<file path="config.mk">
export PLATFORM = sky130hd
export DESIGN_NAME = pipelined_addsub
export DESIGN_NICKNAME = d
export VERILOG_FILES = /design/src/rtl/pipelined_addsub.sv
export SDC_FILE = /design/constraint.sdc
export NUM_CORES = 1
export LEC_CHECK = 0
export CORE_AREA = 2 2 81 113
export CTS_BUF_LIST = sky130_fd_sc_hd__clkbuf_8
export DETAILED_ROUTE_END_ITERATION = 10
export DIE_AREA = 0 0 83 115
export PLACE_DENSITY = 0.68
export SETUP_SLACK_MARGIN = 0.15
export SYNTH_ARGS = -nofsm -noshare
export SYNTH_HDL_FRONTEND = slang
export SYNTH_SLANG_ARGS = --single-unit
</file>
<file path="constraint.sdc">
create_clock -name clk -period 2.9 [get_ports clk]
set_input_delay 0.435 -clock clk [delete_from_list [all_inputs] [get_ports clk]]
set_output_delay 0.435 -clock clk [all_outputs]
set_load 0.05 [all_outputs]
</file>
<file path="src/rtl/pipelined_addsub.sv">
// Pipelined two's-complement adder/subtractor with a valid/ready stream on both sides.
// The carry chain is cut into STAGES registered segments; S/Co/V/Z leave from the last stage.
module pipelined_addsub #(
    parameter int WIDTH  = 16,
    parameter int STAGES = 4
) (
    input  logic             clk,
    input  logic             rst_n,
    input  logic             in_valid,
    output logic             in_ready,
    input  logic [WIDTH-1:0] A,
    input  logic [WIDTH-1:0] B,
    input  logic             Ci,
    input  logic             M,
    output logic             out_valid,
    input  logic             out_ready,
    output logic [WIDTH-1:0] S,
    output logic             Co,
    output logic             V,
    output logic             Z
);

    localparam int SEG  = WIDTH / STAGES;
    localparam int PIPE = (STAGES > 1) ? STAGES - 1 : 1;
    localparam int LAST = STAGES - 1;
    localparam int MSB  = WIDTH - 1;

    function automatic logic ovf_flag(input logic a_msb, input logic b_msb, input logic s_msb);
        return (a_msb == b_msb) && (s_msb != a_msb);
    endfunction

    function automatic logic zero_flag(input logic [WIDTH-1:0] s);
        return (s == '0);
    endfunction

    logic adv;

    // Intermediate stages only; the last stage lands directly in the output registers.
    logic [WIDTH-1:0] a_p [PIPE];
    logic [WIDTH-1:0] b_p [PIPE];
    logic [WIDTH-1:0] s_p [PIPE];
    logic [PIPE-1:0]  c_p;
    logic [STAGES-1:0] vld_p;

    logic [WIDTH-1:0] a_in [STAGES];
    logic [WIDTH-1:0] b_in [STAGES];
    logic [WIDTH-1:0] s_in [STAGES];
    logic [WIDTH-1:0] s_nx [STAGES];
    logic [STAGES-1:0] c_in;
    logic [STAGES-1:0] c_nx;
    logic [STAGES-1:0] v_in;
    logic [SEG:0]      part;

    assign adv       = out_ready || !out_valid;
    assign in_ready  = adv;
    assign out_valid = vld_p[LAST];

    always_comb begin
        part    = '0;
        // Subtraction is folded into the operand: B is inverted and the borrow-in becomes ~Ci.
        a_in[0] = A;
        b_in[0] = M ? ~B : B;
        s_in[0] = '0;
        c_in[0] = M ? ~Ci : Ci;
        v_in[0] = in_valid;
        for (int k = 1; k < STAGES; k++) begin
            a_in[k] = a_p[k-1];
            b_in[k] = b_p[k-1];
            s_in[k] = s_p[k-1];
            c_in[k] = c_p[k-1];
            v_in[k] = vld_p[k-1];
        end
        for (int k = 0; k < STAGES; k++) begin
            part = {1'b0, a_in[k][k*SEG +: SEG]} + {1'b0, b_in[k][k*SEG +: SEG]}
                 + {{SEG{1'b0}}, c_in[k]};
            s_nx[k] = s_in[k];
            s_nx[k][k*SEG +: SEG] = part[SEG-1:0];
            c_nx[k] = part[SEG];
        end
    end

    // ---- stage 0 .. STAGES-2: operand and partial-sum registers ----
    always_ff @(posedge clk) begin
        if (adv) begin
            for (int k = 0; k < STAGES - 1; k++) begin
                a_p[k] <= a_in[k];
                b_p[k] <= b_in[k];
                s_p[k] <= s_nx[k];
                c_p[k] <= c_nx[k];
            end
        end
    end

    // ---- stage valid bits and output stage STAGES-1 ----
    always_ff @(posedge clk or negedge rst_n) begin
        if (!rst_n) begin
            vld_p <= '0;
            S     <= '0;
            Co    <= 1'b0;
            V     <= 1'b0;
            Z     <= 1'b0;
        end else if (adv) begin
            vld_p <= v_in;
            S     <= s_nx[LAST];
            Co    <= c_nx[LAST];
            V     <= ovf_flag(a_in[LAST][MSB], b_in[LAST][MSB], s_nx[LAST][MSB]);
            Z     <= zero_flag(s_nx[LAST]);
        end
    end

endmodule
</file>
==> key figures <==
Status
  – Status: finished, final reports clean

Power and ir drop
  – Peak VDD IR: 0.6847 mV
  – PD cells: 1044 nW/µm²
  – Leakage: 1.930 nW

Clock tree
  – Clk sinks: 98
  – Hold-fix buffers, CTS: 0
  – CTS tree: yes
  – Post-CTS Setup Inserts: 0
  – CTS buffer count: 9
  – Clock transition at path regs: 90 ps
  – Root buf cell: clkbuf_8
  – Later-pin clock latency in the skew report: 350 ps
  – Bufs on Longest Clock Path: 2
  – H-Tree Depth: 3
  – Post_cts resized: 0

Floorplanning
  – Initial core utilization: 44.66%
  – Die ar.: 9545 µm²
  – IO Pins: 59
  – Die width: 83 µm
  – Placeable core area: 8558 µm²
  – Num rows: 40
  – Die Y: 115 µm

Synthesis
  – Top cell type's share of synthesized area: 58.92%
  – Synth Area per Inst: 15.99 µm²
  – Seq cells post-synth: 98
  – FFs w/ async S/R, synth: 23.47%
  – Synth cell types: 23
  – EDFF count, synth: 75
  – Synth area leaders: edfxtp_1 (59%), dfrtp_1 (15%), nand2_1 (5.3%), xor2_1 (4.6%), fa_1 (4.2%)
  – Yosys warns: 0
  – Post-Synthesis Cells: 239
  – Syn Nets: 297
  – Largest area contributor in the netlist: edfxtp_1
  – Main flop type after synthesis: edfxtp_1
  – Syn Std Cell Area: 3822 µm²
  – Sequential cell area fraction in the yosys report: 73.98%

Setup path
  – Cells on worst reg2reg path: 5
  – CP required: 3020 ps
  – Crit Path Category: in2reg
  – Max FO, Critical Path: 3
  – CP startpoint kind: input port
  – R2R Setup Slk: 890 ps
  – CP endpoint kind: flip-flop
  – Reg-to-reg startpoint: a_p[0][44]$_DFFE_PP_
  – R2R Path End: Z$_DFFE_PN0P_
  – Setup crit start: M
  – Worst EP arrival: 2350 ps

STA
  – RSZ-0062 raised after global routing: false
  – Final Setup Violations: 0
  – Slew @ Worst Pin: 492.6 ps
  – Final worst-path cycle share: 76.97%
  – Clk_skew: 6.683 ps
  – Max Clk Rate: 448.0 MHz
  – Tmin final: 2232 ps
  – Setup total negative slack: 0 ps
  – Rel. slew slack: 67.06%
  – Slew Limit Fails: 0
  – Count of final hold-check violations: 0

Placed design
  – Number of I/O port buffers: 58
  – Placer's final routability congestion estimate: 0.7991
  – Inst Count DP: 401
  – Dpl hpwl: 3736 µm

Min path
  – Hold Path Class: reg2reg
  – Hold Crit Depth: 0
  – Hold Crit Start: b_p[0][28]$_DFFE_PP_
  – Hold Path End: b_p[0][44]$_DFFE_PP_

GRT
  – Initial antenna violation count: 0
  – GRT Total Usage: 11.83%
  – Largest net degree at the start of global routing: 47
  – Number of global-route vias before repair: 1947
  – Gr ovfl total: 0
  – Global-route wire length before repair: 8735 µm

Run
  – Max-cap viol count: 0

Route
  – Post-route ant nets: 0
  – Met2 wire length: 2765 µm
  – DRT Pass-1 Iters: 4
  – DRT Wirelength: 5260 µm
  – Routed vias: 1943
  – Routed wire length per instance: 12.61 µm
  – DRC: 0
  – Wl on met1: 2125 µm
  – Top Metal Used: met4
  – Initial DRC Count: 88
  – Met3 WL post-DR: 227 µm
  – Vias per inst: 4.659

Final layout
  – Layout cells sized above 1: 7.692%
  – Post-route insts no fill: 417
  – Commonest cells after routing, fill and taps aside: edfxtp_1 (75), clkdlybuf4s50_1 (57), nand2_1 (54), dfrtp_1 (23), xor2_1 (20)
  – Multi-input logic area: 945.9 µm²
  – Register area: 2828 µm²
  – Commonest non-fill, non-tap cell in the layout: edfxtp_1
  – Fill count: 719
  – Antenna Cells: 0
  – Area growth from synthesis to layout: 24.48%
  – Final net count: 365
## metrics by stage
step	hold WS, ps	power [mW]	instance area (µm²)	setup WS (ps)	utilization, %
after floorplan	139.4	3.604	3822	382.5	-
after global placement	401.4	4.133	4566	348.0	53.35
after detailed placement	405.2	4.192	4566	272.4	53.35
after CTS	418.8	5.033	4758	666.9	55.60
after global routing	429.1	5.269	4758	602.0	55.60
final	420.6	4.966	4758	667.9	55.60
## metal layers
| metal | vias up | track usage (%) |
|---|---|---|
| met5 | - | 0 |
| met4 | 0 | 6.885 |
| met3 | 13 | 3.446 |
| met2 | 51 | 20.91 |
| met1 | 907 | 12.64 |
| li1 | 972 | - |
## report_power, final
group | switching [mW] | internal (mW) | total, mW
clock | 0.443 | 0.397 | 0.840
sequential | 0.214 | 2.18 | 2.39
combinational | 1.07 | 0.666 | 1.73
## worst max-delay path: stages
cell and delay [ps]:
clkdlybuf4s50_1 480, xor2_1 190, fa_1 460, fa_1 430
a21o_1 190, a21o_1 180
## worst max-delay path by stage
stage                          endpoint  slack (ps)  cells past startpoint
floorplan                      in_ready         380                      3
global placement       c_p[0]$_DFFE_PP_         350                      6
detailed placement     c_p[0]$_DFFE_PP_         270                      6
CTS                    c_p[0]$_DFFE_PP_         670                      6
global route        s_p[0][3]$_DFFE_PP_         600                      7
finish                 c_p[0]$_DFFE_PP_         670                      6
## kinds of logic after synthesis
| kind of cell | Yosys count | synth area share [%] |
|---|---|---|
| adder cells (fa/ha/maj) | 20 | 8.118 |
| XOR/XNOR | 26 | 5.957 |
| multiplexers | 1 | 0.2946 |
| buffers and inverters | 11 | 1.277 |
| AO/OA/AOI/OAI | 19 | 3.568 |
| AND/OR/NAND/NOR | 64 | 6.809 |
| flip-flops | 98 | 73.98 |
## layout make-up
class	instances	share of cell area (%)
sequential	98	59.43
inverter	5	0.4207
clock inverter	7	1.446
tap	105	2.761
multi-input combinational	130	19.88
clock buffer	9	2.603
timing repair buffer	63	13.46
## state kept, by name (all words and copies together) (netlist names)
signal  flops
V           1
s_p        24
Co          1
a_p        24
S          16
Z           1
vld_p       4
c_p         3
b_p        24
## cells in the mapped netlist (all sizes together), types with 3 or more instances
cell / number
a21o: 9
a21oi: 6
buf: 4
dfrtp: 23
edfxtp: 75
fa: 8
ha: 12
inv: 5
nand2: 54
nor4: 3
xnor2: 6
xor2: 20
Note: power is estimated with default switching activity, not from simulation.
==> patch 1: new RTL, same flow settings <==
Make the reset (`rst_n`) synchronous in one clocked block.
--- a/src/rtl/pipelined_addsub.sv
+++ b/src/rtl/pipelined_addsub.sv
@@ -93,5 +93,5 @@
 
     // ---- stage valid bits and output stage STAGES-1 ----
-    always_ff @(posedge clk or negedge rst_n) begin
+    always_ff @(posedge clk) begin
         if (!rst_n) begin
             vld_p <= '0;
Behaviour: differs if rst_n is asserted again (counterexample within 4 cycles, from zero or initial values and one cycle with rst_n low); with rst_n held inactive, the same outputs for 10 cycles.
==> patch 1 against the original RTL <==
Routed wire length fell by 5.2%; design area shrank 0.50%; via count is 1.5% higher; worst hold slack improved by 2.0 ps; fmax is 1.1% higher; count of clock-buffer cells in the layout is the same; sequential cell count unchanged; synthesized area up 0.20%; largest cell class unchanged; setup slack improved by 25 ps; core utilization shrank 0.28 points; non-clock buffer count is 1 higher.
Power is not compared: it rests on default switching activity, and its combinational part moved more than twofold at a synthesized area within 25%.
==> patch 1: results (changes against the original RTL) <==
- Status: completed (unchanged)
- First DRT Iteration DRCs: 53 (was 88)
- P&R area growth vs syn: 23.6% (was 24.5%)
- DR pass1 iterations: 4 (unchanged)
- CP startpoint: M (unchanged)
- Clk root buf: clkbuf_8 (unchanged)
- Ys Warns: 0 (unchanged)
- GRT Overall Usage: 11.5% (was 11.8%)
- CP Max Fanout: 4 (was 3)
- Post-synth top cells: edfxtp_1, nand2_1, dfxtp_1, xor2_1, a21boi_0 (was edfxtp_1, nand2_1, dfrtp_1, xor2_1, ha_1)
- Setup WS pre-CTS: 333 ps (was 272 ps)
- Synth top area cells: edfxtp_1, dfxtp_1, xor2_1, fa_1, ha_1 (was edfxtp_1, dfrtp_1, nand2_1, xor2_1, fa_1)
- Post-Place Cell Area: 4550 um2 (was 4570 um2)
- CP peak stage delay: 480 ps (about the same)
- CTS H-tree depth: 3 (unchanged)
- WL/cell: 11.8 um (was 12.6 um)
- Pin count of the biggest net entering global routing: 42 (was 47)
- HP Start: a_p[0][29] (was b_p[0][28])
- Vias in the first global route: 1944 (was 1947)
- Worst-Margin Slew: 739 ps (was 493 ps)
- Clk buf depth: 2 (unchanged)
- Synthesized Nets: 304 (was 297)
- CTS clk-pin slew, worst paths: approximately 80 ps
- Critical Path AT: 2320 ps (was 2350 ps)
- Layout net count: 371 (was 365)
- Hold Crit Class: reg -> reg (unchanged)
- Top FF cell, synth: edfxtp_1 (unchanged)
- Post-synth EDFFs: 75 (unchanged)
- Antenna violations before repair: 0 (unchanged)
- P_leak: 1.85 nW
- Ratio of cells with drive above 1 in the final layout: 7.55% (was 7.69%)
- First-pass GRT wire length: 8590 um (was 8740 um)
- Synth cell types: 30 (was 23)
- DP HPWL: 3620 um (was 3740 um)
- Fraction of registers with async set/reset: 0% (was 23.5%)
- CTS buffer count: 9 (unchanged)
- Seq/Total Area, Yosys: 70.8% (was 74.0%)
- Crit-path slowest cell: clkdlybuf4s50_1 (unchanged)
- Routed WL: 4990 um (was 5260 um)
- Antenna diode count: 0 (unchanged)
- Biggest regs: a_p (24), b_p (24), s_p (24) (unchanged)
- Fillers: 725 (was 719)
- Worst Clk Skew: 4.84 ps (was 6.68 ps)
- Peak supply drop: 0.000411 V
- Worst skew pair latency: 340 ps
- Final RePlAce weighted congestion: 0.738 (was 0.799)
- Placed insts: 407 (was 401)
- Vias per Instance: 4.66 (about the same)
- Post-synthesis average cell area: 15.6 um2 (was 16.0 um2)
- Internal: approximately 2.4 mW
patch 1: layout make-up:
cell class	count	area share, %
clock inverters	7	1.29
repair buffers	64	13.4
flip-flops and latches	98	57.3
inverters	5	0.423
well taps	105	2.77
clock buffers	9	2.62
multi-input cells	135	22.2
patch 1: path summary, 6_finish.rpt:
path                endpoint  slack (ps)  cells after the start
setup / recovery      c_p[0]         690                      6
hold reg to reg   a_p[0][45]         420                      0
setup reg to reg           Z         760                      6
hold / removal    a_p[0][45]         420                      0
patch 1: power by group through the flow:
stage	combinational (mW)	sequential (mW)	clock (mW)
2_1_floorplan	0.234	2.05	0
3_3_place_gp	0.595	1.90	0
3_5_place_dp	0.607	1.91	0
4_1_cts	0.609	1.88	0.842
5_1_grt	0.659	1.90	0.891
6_report	0.600	1.87	0.799
patch 1: worst max-delay path: cells and delay by family:
family	cells	cell delay (ps)
buffers and inverters	1	480
adders and majority gates	2	870
xor gates and xnor gates	1	190
AOI/OAI and AO/OA	2	340
patch 1: routing by layer:
| metal | wire length [um] | global-route usage (%) |
|---|---|---|
| met4 | 106 | 5.90 |
| met1 | 2040 | 13.0 |
| met3 | 262 | 3.88 |
| met2 | 2580 | 19.5 |
| met5 | 0 | 0 |
patch 1: cell families (layout without fill, tap and decap cells):
| logic type | count (synthesis) | in the layout | share of synthesized area, % |
|---|---|---|---|
| DFF | 98 | 98 | 70.8 |
| and+or+nand+nor | 50 | 50 | 5.82 |
| AOI/OAI and AO/OA | 39 | 39 | 7.35 |
| xor gates and xnor gates | 26 | 26 | 6.14 |
| adders and majority gates | 20 | 20 | 8.10 |
| buffers and inverters | 13 | 85 | 1.76 |
==> patch 2: new RTL, same flow settings <==
Made on the original files. Set the parameter `STAGES` to 2 (it was 4).
--- a/src/rtl/pipelined_addsub.sv
+++ b/src/rtl/pipelined_addsub.sv
@@ -3,5 +3,5 @@
 module pipelined_addsub #(
     parameter int WIDTH  = 16,
-    parameter int STAGES = 4
+    parameter int STAGES = 2
 ) (
     input  logic             clk,
Function: changed (a bounded check fails within 4 cycles, from zero or initial values and one cycle with rst_n low).
==> patch 2 against the original RTL <==
Design area down 34%; via count down 18%; register-to-register slack worse by 550 ps; routed wire length down 17%; fmax down 13%; setup slack worse by 340 ps; sequential cell count down 52; sequential power down 61%; synthesized area down 40%; total power down 54%.
==> patch 2: results (changes against the original RTL) <==
- Top reg by flops: S
- Crit path kind: in -> reg (unchanged)
- WL met1: 1870 um (was 2130 um)
- CTS clk-pin slew, worst paths: 80 ps
- Met2 WL post-DR: 2260 um (was 2770 um)
- Largest register FFs: 16
- Post-synth top cells: nand2_1, edfxtp_1, xor2_1, dfrtp_1, ha_1 (was edfxtp_1, nand2_1, dfrtp_1, xor2_1, ha_1)
- Status: completed (unchanged)
- GRT Overall Usage: 9.55% (was 11.8%)
- CTS H-tree depth: 2 (was 3)
- Synth top area cells: edfxtp_1, dfrtp_1, xor2_1, ha_1, nand2_1 (was edfxtp_1, dfrtp_1, nand2_1, xor2_1, fa_1)
- Mux cell area share after synthesis: 0% (was 0.295%)
- Seq/Total Area, Yosys: 55.7% (was 74.0%)
- Synthesized Nets: 252 (was 297)
- Crit-path slowest cell: fa_1 (was clkdlybuf4s50_1)
- CP Max Fanout: 2 (was 3)
- WL/cell: 11.8 um (was 12.6 um)
- Hold Crit Class: reg -> reg (unchanged)
- Final RePlAce weighted congestion: 0.750 (was 0.799)
- Peak supply drop: 0.000195 V (was 0.000685 V)
- Endpoints failing hold: 0 (unchanged)
- Worst Clk Skew: 7.23 ps (was 6.68 ps)
- Xor-xnor portion of the synthesized cell area: 11.1% (was 5.96%)
- Clk buf depth: 2 (unchanged)
- Top FF cell, synth: edfxtp_1 (unchanged)
- Antenna diode count: 0 (unchanged)
- Rel. slew slack: 38.7% (was 67.1%)
- DP HPWL: 3660 um (was 3740 um)
- Antenna violations before repair: 0 (unchanged)
- P_leak: 1.31 nW (was 1.93 nW)
- Vias in the first global route: 1638 (was 1947)
- First DRT Iteration DRCs: 89 (was 88)
- Buffers on Ports: 58 (unchanged)
- Routed met3 length: 143 um (was 227 um)
- Fraction of registers with async set/reset: 45.7% (was 23.5%)
- Post-synth EDFFs: 25 (was 75)
- Worst skew pair latency: 290 ps (was 350 ps)
- CTS buffer count: 5 (was 9)
- Post-synthesis average cell area: 11.7 um2 (was 16.0 um2)
- Placed insts: 362 (was 401)
- Vias per Instance: 4.32 (was 4.66)
- Critical Path AT: 2610 ps (was 2350 ps)
- First-pass GRT wire length: 7370 um (was 8740 um)
- Setup WS pre-CTS: -175 ps (was 272 ps)
- Delay-heaviest family, CP: adder cells (unchanged)
- Pin count of the biggest net entering global routing: 25 (was 47)
- Synth cell types: 35 (was 23)
- Post-synthesis compound-gate area fraction: 9.18% (was 3.57%)
- CP peak stage delay: 440 ps (was 480 ps)
- Ratio of cells with drive above 1 in the final layout: 7.92% (was 7.69%)
- Fillers: 866 (was 719)
- Clk root buf: clkbuf_8 (unchanged)
- Layout net count: 320 (was 365)
- Final cell count without fillers: 370 (was 417)
- Post-synthesis adder-cell area fraction: 11.1% (was 8.12%)
## patch 2: cell type report
| class | instances | area (um2) | share of cell area (%) |
|---|---|---|---|
| repair buffers | 67 | 644 | 20.6 |
| clock inverters | 3 | 12.5 | 0.400 |
| multi-input cells | 142 | 990 | 31.6 |
| clock buffers | 5 | 68.8 | 2.20 |
| well taps | 105 | 131 | 4.20 |
| flip-flops and latches | 46 | 1280 | 40.8 |
| inverters | 2 | 7.51 | 0.240 |
## patch 2: timing repair
item                       CTS  global route
resized for setup            1             1
setup buffers                0             0
setup endpoints to repair    1             1
## patch 2: final timing paths
kind	start	end	slack, ps	cells past startpoint
max reg2reg	c_p	Z	340	7
max	B[0]	c_p	320	9
min reg2reg	vld_p[0]	vld_p[0]	470	2
min in group asynchronous	rst_n	S[4]	660	1
max in group asynchronous	rst_n	V	1680	1
min	vld_p[0]	vld_p[0]	470	2
## patch 2: where the power goes
group	internal [mW]	switching, mW	leakage, nW
clock	0.162	0.197	0.0468
sequential	0.860	0.0779	0.505
combinational	0.371	0.594	0.756
## patch 2: worst reg2reg max path, stage by stage, from the launching register on
cell	delay, ps
edfxtp_1	400
fa_1	500
fa_2	400
a211oi_2	190
nor2_1	90
o31a_1	250
or3_1	390
a41o_1	240
## patch 2: metrics by stage
step	power, mW	instance area (um2)	hold WS [ps]	utilization [%]
global route	2.40	3130	478	36.6
CTS	2.29	3130	473	36.5
detailed placement	1.93	3050	454	35.6
finish	2.26	3130	467	36.6
floorplan	1.57	2300	139	-
global placement	1.91	3050	441	35.6
## patch 2: routing by layer
metal | track usage (%) | up-vias
met5 | 0 | -
met4 | 4.81 | 0
met3 | 1.65 | 9
met2 | 17.4 | 50
met1 | 10.8 | 727
li1 | - | 813
